===== src/rtl/hazard_ctrl_pkg.sv =====
// hazard_ctrl_pkg: shared register-index width and controller state encodings
package hazard_ctrl_pkg;
  localparam int RS_WIDTH = 5;
  typedef enum logic [1:0] {
    HC_ST_RUN     = 2'd0,
    HC_ST_MD_BUSY = 2'd1,
    HC_ST_MD_DONE = 2'd2
  } hc_state_e;
endpackage


===== src/rtl/hazard_ctrl_muldiv_timer.sv =====
// muldiv_timer: fixed-latency mul/div countdown, zero flags completion
module muldiv_timer #(
  parameter int unsigned LATENCY = 1
) (
  input  logic clk,
  input  logic rst,
  input  logic load,
  input  logic en,
  output logic zero
);
  localparam int unsigned W = LATENCY > 1 ? $clog2(LATENCY) : 1;
  logic [W-1:0] cnt_q, cnt_d;
  assign zero = cnt_q == '0;
  always_comb cnt_d = load ? W'(LATENCY - 1) : (en && !zero) ? cnt_q - W'(1) : cnt_q;
  always_ff @(posedge clk) begin
    if (!rst) cnt_q <= '0;
    else cnt_q <= cnt_d;
  end
endmodule


===== src/rtl/hazard_ctrl.sv =====
// hazard_ctrl: stall/flush sequencing for load-use, branch, mul/div and dmem waits
module hazard_ctrl
  import hazard_ctrl_pkg::*;
#(
  parameter int unsigned MD_LATENCY = 0,
  parameter int unsigned CNT_WIDTH  = 32
) (
  input  logic                 clk,
  input  logic                 rst,
  input  logic [RS_WIDTH-1:0]  rs1_id,
  input  logic [RS_WIDTH-1:0]  rs2_id,
  input  logic                 use_rs1_id,
  input  logic                 use_rs2_id,
  input  logic [RS_WIDTH-1:0]  rd_ex,
  input  logic                 memread_ex,
  input  logic                 branch_taken_ex,
  input  logic                 muldiv_ex,
  input  logic                 muldiv_done,
  input  logic                 dmem_req_mem,
  input  logic                 dmem_ready,
  output logic                 muldiv_go,
  output logic                 muldiv_ack,
  output logic                 stall_if,
  output logic                 stall_id,
  output logic                 stall_ex,
  output logic                 stall_mem,
  output logic                 flush_id,
  output logic                 flush_ex,
  output logic                 flush_mem,
  output logic                 flush_wb,
  output logic [CNT_WIDTH-1:0] stall_cycles
);
  hc_state_e state_q, state_d;
  logic [CNT_WIDTH-1:0] stall_cycles_q, stall_cycles_d;
  logic memwait, loaduse, md_zero, md_complete;
  assign memwait = dmem_req_mem && !dmem_ready;
  assign loaduse = memread_ex && rd_ex != '0 &&
                   ((use_rs1_id && rd_ex == rs1_id) || (use_rs2_id && rd_ex == rs2_id));
  generate
    if (MD_LATENCY > 0) begin : g_timer
      muldiv_timer #(.LATENCY(MD_LATENCY)) u_timer (
        .clk  (clk),
        .rst  (rst),
        .load (muldiv_go),
        .en   (state_q == HC_ST_MD_BUSY),
        .zero (md_zero)
      );
    end else begin : g_no_timer
      assign md_zero = 1'b0;
    end
  endgenerate
  assign md_complete = (MD_LATENCY == 0) ? muldiv_done : md_zero;
  always_comb begin
    state_d    = state_q;
    muldiv_go  = 1'b0;
    muldiv_ack = 1'b0;
    stall_if   = 1'b0;
    stall_id   = 1'b0;
    stall_ex   = 1'b0;
    stall_mem  = 1'b0;
    flush_id   = 1'b0;
    flush_ex   = 1'b0;
    flush_mem  = 1'b0;
    flush_wb   = 1'b0;
    if (!rst) begin
      {flush_id, flush_ex, flush_mem, flush_wb} = 4'hf;
    end else if (memwait) begin
      // a pending branch redirect waits here: EX is held, so it resurfaces afterwards
      {stall_if, stall_id, stall_ex, stall_mem, flush_wb} = 5'h1f;
      if (state_q == HC_ST_MD_BUSY && md_complete) state_d = HC_ST_MD_DONE;
    end else if (state_q == HC_ST_RUN) begin
      if (muldiv_ex) begin
        {muldiv_go, stall_if, stall_id, stall_ex, flush_mem} = 5'h1f;
        state_d = HC_ST_MD_BUSY;
      end else if (branch_taken_ex) begin
        {flush_id, flush_ex} = 2'b11;
      end else if (loaduse) begin
        {stall_if, stall_id, flush_ex} = 3'b111;
      end
    end else if (state_q == HC_ST_MD_DONE || md_complete) begin
      muldiv_ack = 1'b1;
      state_d    = HC_ST_RUN;
    end else begin
      {stall_if, stall_id, stall_ex, flush_mem} = 4'hf;
    end
  end
  always_comb stall_cycles_d = (stall_if && !(&stall_cycles_q)) ? stall_cycles_q + CNT_WIDTH'(1) : stall_cycles_q;
  always_ff @(posedge clk) begin
    if (!rst) begin
      state_q        <= HC_ST_RUN;
      stall_cycles_q <= '0;
    end else begin
      state_q        <= state_d;
      stall_cycles_q <= stall_cycles_d;
    end
  end
  assign stall_cycles = stall_cycles_q;
endmodule


===== config.mk =====
export PLATFORM = sky130hd
export DESIGN_NAME = hazard_ctrl
export DESIGN_NICKNAME = d
export VERILOG_FILES = /design/src/rtl/hazard_ctrl_pkg.sv /design/src/rtl/hazard_ctrl_muldiv_timer.sv /design/src/rtl/hazard_ctrl.sv
export SDC_FILE = /design/constraint.sdc
export NUM_CORES = 1
export LEC_CHECK = 0
export CORE_MARGIN = 3
export CORE_UTILIZATION = 47
export CTS_BUF_LIST = sky130_fd_sc_hd__clkbuf_8
export DETAILED_ROUTE_END_ITERATION = 8
export HOLD_SLACK_MARGIN = 0.03
export MAX_ROUTING_LAYER = met4
export PLACE_DENSITY_LB_ADDON = 0.2
export SYNTH_ARGS = -nofsm -noshare
export SYNTH_HDL_FRONTEND = slang
export SYNTH_HIERARCHICAL = 1
export SYNTH_SLANG_ARGS = --single-unit

===== constraint.sdc =====
create_clock -name clk -period 2.8 [get_ports clk]
set_input_delay 0.56 -clock clk [delete_from_list [all_inputs] [get_ports clk]]
set_output_delay 0.56 -clock clk [all_outputs]
set_load 0.01 [all_outputs]

==> out/metrics.csv <==
metric;value;unit
syn nets;273;
Num CTS Buffers;5;
Vias/cell;5.96;
Adder-Cell Fraction of Synth Area;0.00623;
Worst setup SP type;input port;
CP peak stage delay;0.53;ns
CP Launch Point;rd_ex[1];
vias in the first global route;2037;
initial antenna violation count;0;
std cell rows;23;
Multi-input gate area;0.00127;mm²
# setup viols final;0;
Static Leakage;0.00101;µW
max-cap viol count;0;
crit end category;output pin;
Synth Area in XOR/XNOR;0.0436;
Flop pwr share;0.486;
register area;681;µm²
pin count of the biggest net entering global routing;52;
Peak VDD IR;288;µV
htree depth;2;
Fin Clk Skew;0.00442;ns
Final Critical Period;2.72;ns
die height;71.3;µm
Logic pwr share;0.164;
Max Fclk;368;MHz
Ys Warns;6;
clk_lat worst skew;0.28;ns
IO Pins;67;
post-synthesis async set-or-reset flop share;0;
drt first pass iters;4;
critical path class;in -> out;
CTS tree;built;
non-filler cells, final;375;
critical-path cell list;dlygate4sd2_1 > or4_4 > o21a_1 > a41oi_2 > inv_2 > dlygate4sd2_1;
Slew HR;0.686;
Sw Ratio;0.249;
post-synthesis compound-gate area fraction;0.208;
period utilisation layout;0.971;
Critical R2R Launch;stall_cycles[6]$_SDFFE_PN0P_;
clock root cell;clkbuf_8;
Min-Delay Path Class;reg -> reg;
NumNets Final;352;
predominant post-synthesis flop cell;dfxtp_1;
largest family of logic cells by synthesized area;simple AND/OR/NAND/NOR gates;
slack of the worst reg-to-reg path;0.61;ns
simple-gate share of the synthesized area;0.327;
placed cell count;368;
worst r2r path cells;6;
Netlist cell types;43;
Max Slew Vio Count;0;
pwr dens;352;mW/mm²
Sw Pwr;254;µW
Post-Route WL;5630;µm
critical path data arrival time;2.16;ns
Max Fanout on Critical Path;3;
syn avg cell area;8.13;µm²
Fin. Hold Viols;0;
Die X;71.3;µm
fin util;0.716;
DPL Wire Length;4070;µm
grt ovf;0;
DR WL/cell;15.0;µm
slowest cell on the critical path;or4_4;
clk sinks;34;
RD Place Congestion;0.822;
gr usage total;0.231;
Seq/Total Area, Yosys;0.339;
Vias;2235;
Crit path top cell by count;dlygate4sd2_1;
count of flip-flops with a built-in enable after synthesis;0;
RSZ-0062 raised after global routing;yes;
layout cell share with drive strength beyond 1;0.108;
Int Pwr;767;µW
Req. time, crit path;2.24;ns
Die Area;0.00509;mm²
Gate Count Post-Synth;247;
antenna cell count;0;
worst-margin pin slew;0.469;ns
status;complete, no violations;
fillers;334;
IO Port Bufs;66;
multiplexer share of the synthesized area;0.0399;
synthesis-to-finish area growth;44.7;%
mapped cell area;0.00201;mm²
Hold-fix buffers, CTS;0;
Initial DRC Count;175;
FF+latch count, synth;34;
first-pass GRT wire length;9330;µm
Initial Utilization;0.495;
crit path to;stall_if;
CTS max path bufs;2;
remaining routing DRC violations;0;
post-route ant nets;0;
Clk pwr share;0.350;
Worst R2R End;stall_cycles[29]$_SDFFE_PN0P_;
Worst-path clk slew;0.07;ns
core box area;0.00406;mm²
## area by class of cell
class	instances	share of cell area
sequential	34	0.234
inverter	4	0.00517
clock buffer	6	0.0284
multi-input combinational	197	0.438
timing repair buffer	84	0.272
tap	50	0.0215
## what timing repair did
item                                    CTS  global route
setup buffers                             1             0
resized for setup                        10             6
endpoints found under the setup margin    4             4
pin swaps                                 2             2
## registers in the layout (all words and copies together) (netlist names)
name          cells
stall_cycles     32
state_q           2
## power by group through the flow
stage	clock, µW	combinational (µW)	sequential [µW]
after CTS	360	166	495
after detailed placement	0	168	506
after global routing	380	183	497
after global placement	0	165	506
after floorplan	0	74.3	506
final	358	168	496
## per-stage QoR
| stage | power, µW | instance area (µm²) | TNS [ns] | worst slack, ns | hold WS, ns |
|---|---|---|---|---|---|
| after floorplan | 580 | 2010 | 0 | 0.234 | 0.496 |
| after global placement | 672 | 2800 | -1.36 | -0.344 | 0.481 |
| after detailed placement | 674 | 2800 | -2.54 | -0.381 | 0.487 |
| after CTS | 1020 | 2880 | 0 | 0.00707 | 0.497 |
| after global routing | 1060 | 2900 | -0.0296 | -0.0159 | 0.525 |
| final | 1020 | 2900 | 0 | 0.0800 | 0.498 |
## Yosys cell counts (6+ instances only)
| cell type | instances | share of area |
|---|---|---|
| nor2_1 | 7 | 0.013 |
| mux2i_1 | 8 | 0.040 |
| or3_1 | 13 | 0.041 |
| a21oi_1 | 20 | 0.050 |
| nand2_1 | 23 | 0.043 |
| nand3_1 | 15 | 0.037 |
| o31ai_1 | 7 | 0.026 |
| and3_1 | 7 | 0.022 |
| o21ai_0 | 16 | 0.040 |
| nand4_1 | 14 | 0.044 |
| xnor2_1 | 10 | 0.044 |
| nor3_1 | 6 | 0.015 |
| dfxtp_1 | 34 | 0.34 |
| or4_1 | 7 | 0.026 |
| clkbuf_1 | 6 | 0.011 |
## cells by family (layout without fill, tap and decap cells)
logic type,after synthesis,count (layout)
multiplexers,8,8
adder cells (fa/ha/maj),1,1
AO/OA/AOI/OAI,63,63
XOR/XNOR,10,10
buffers and inverters,16,94
flip-flops,34,34
AND/OR/NAND/NOR,115,115
## worst min-delay path by stage
stage,slack (ns),endpoint,cells past startpoint,start
floorplan,0.50,state_q[1]$_SDFFE_PN0P_,2,state_q[1]$_SDFFE_PN0P_
global placement,0.48,stall_cycles[17]$_SDFFE_PN0P_,2,stall_cycles[17]$_SDFFE_PN0P_
detailed placement,0.49,stall_cycles[17]$_SDFFE_PN0P_,2,stall_cycles[17]$_SDFFE_PN0P_
CTS,0.50,stall_cycles[17]$_SDFFE_PN0P_,2,stall_cycles[17]$_SDFFE_PN0P_
global route,0.52,stall_cycles[17]$_SDFFE_PN0P_,2,stall_cycles[17]$_SDFFE_PN0P_
finish,0.50,stall_cycles[17]$_SDFFE_PN0P_,2,stall_cycles[17]$_SDFFE_PN0P_
## worst max-delay path, delay by kind of cell
family	cells	cell delay, ns
compound gates	2	0.43
buf+inv	3	0.63
simple gates	1	0.53
## routing by layer
layer,share of wire,track usage,vias up,wire length [µm]
li1,-,-,1110,-
met1,0.43,0.300,1034,2410
met2,0.51,0.373,85,2850
met3,0.056,0.0393,6,317
met4,0.010,0.0605,0,57
met5,0,-,-,0
## cells in the final DEF, fill, tap and decap left out, types with 3 or more instances in the layout
master,count
nand4_1,14
dfxtp_1,34
buf_4,18
o211ai_1,4
o31ai_1,7
nor2_1,7
dlygate4sd2_1,8
mux2i_1,8
nor3_1,6
nand2_1,23
and3_1,7
a21oi_1,20
or3_1,13
clkdlybuf4s50_1,56
inv_1,3
or4_1,6
and4_1,3
nor4_1,3
nand3_1,15
nand2b_1,4
o21ai_0,15
clkbuf_8,6
xnor2_1,9
o41ai_1,3
o311ai_0,3
(Power assumes the default switching activity.)
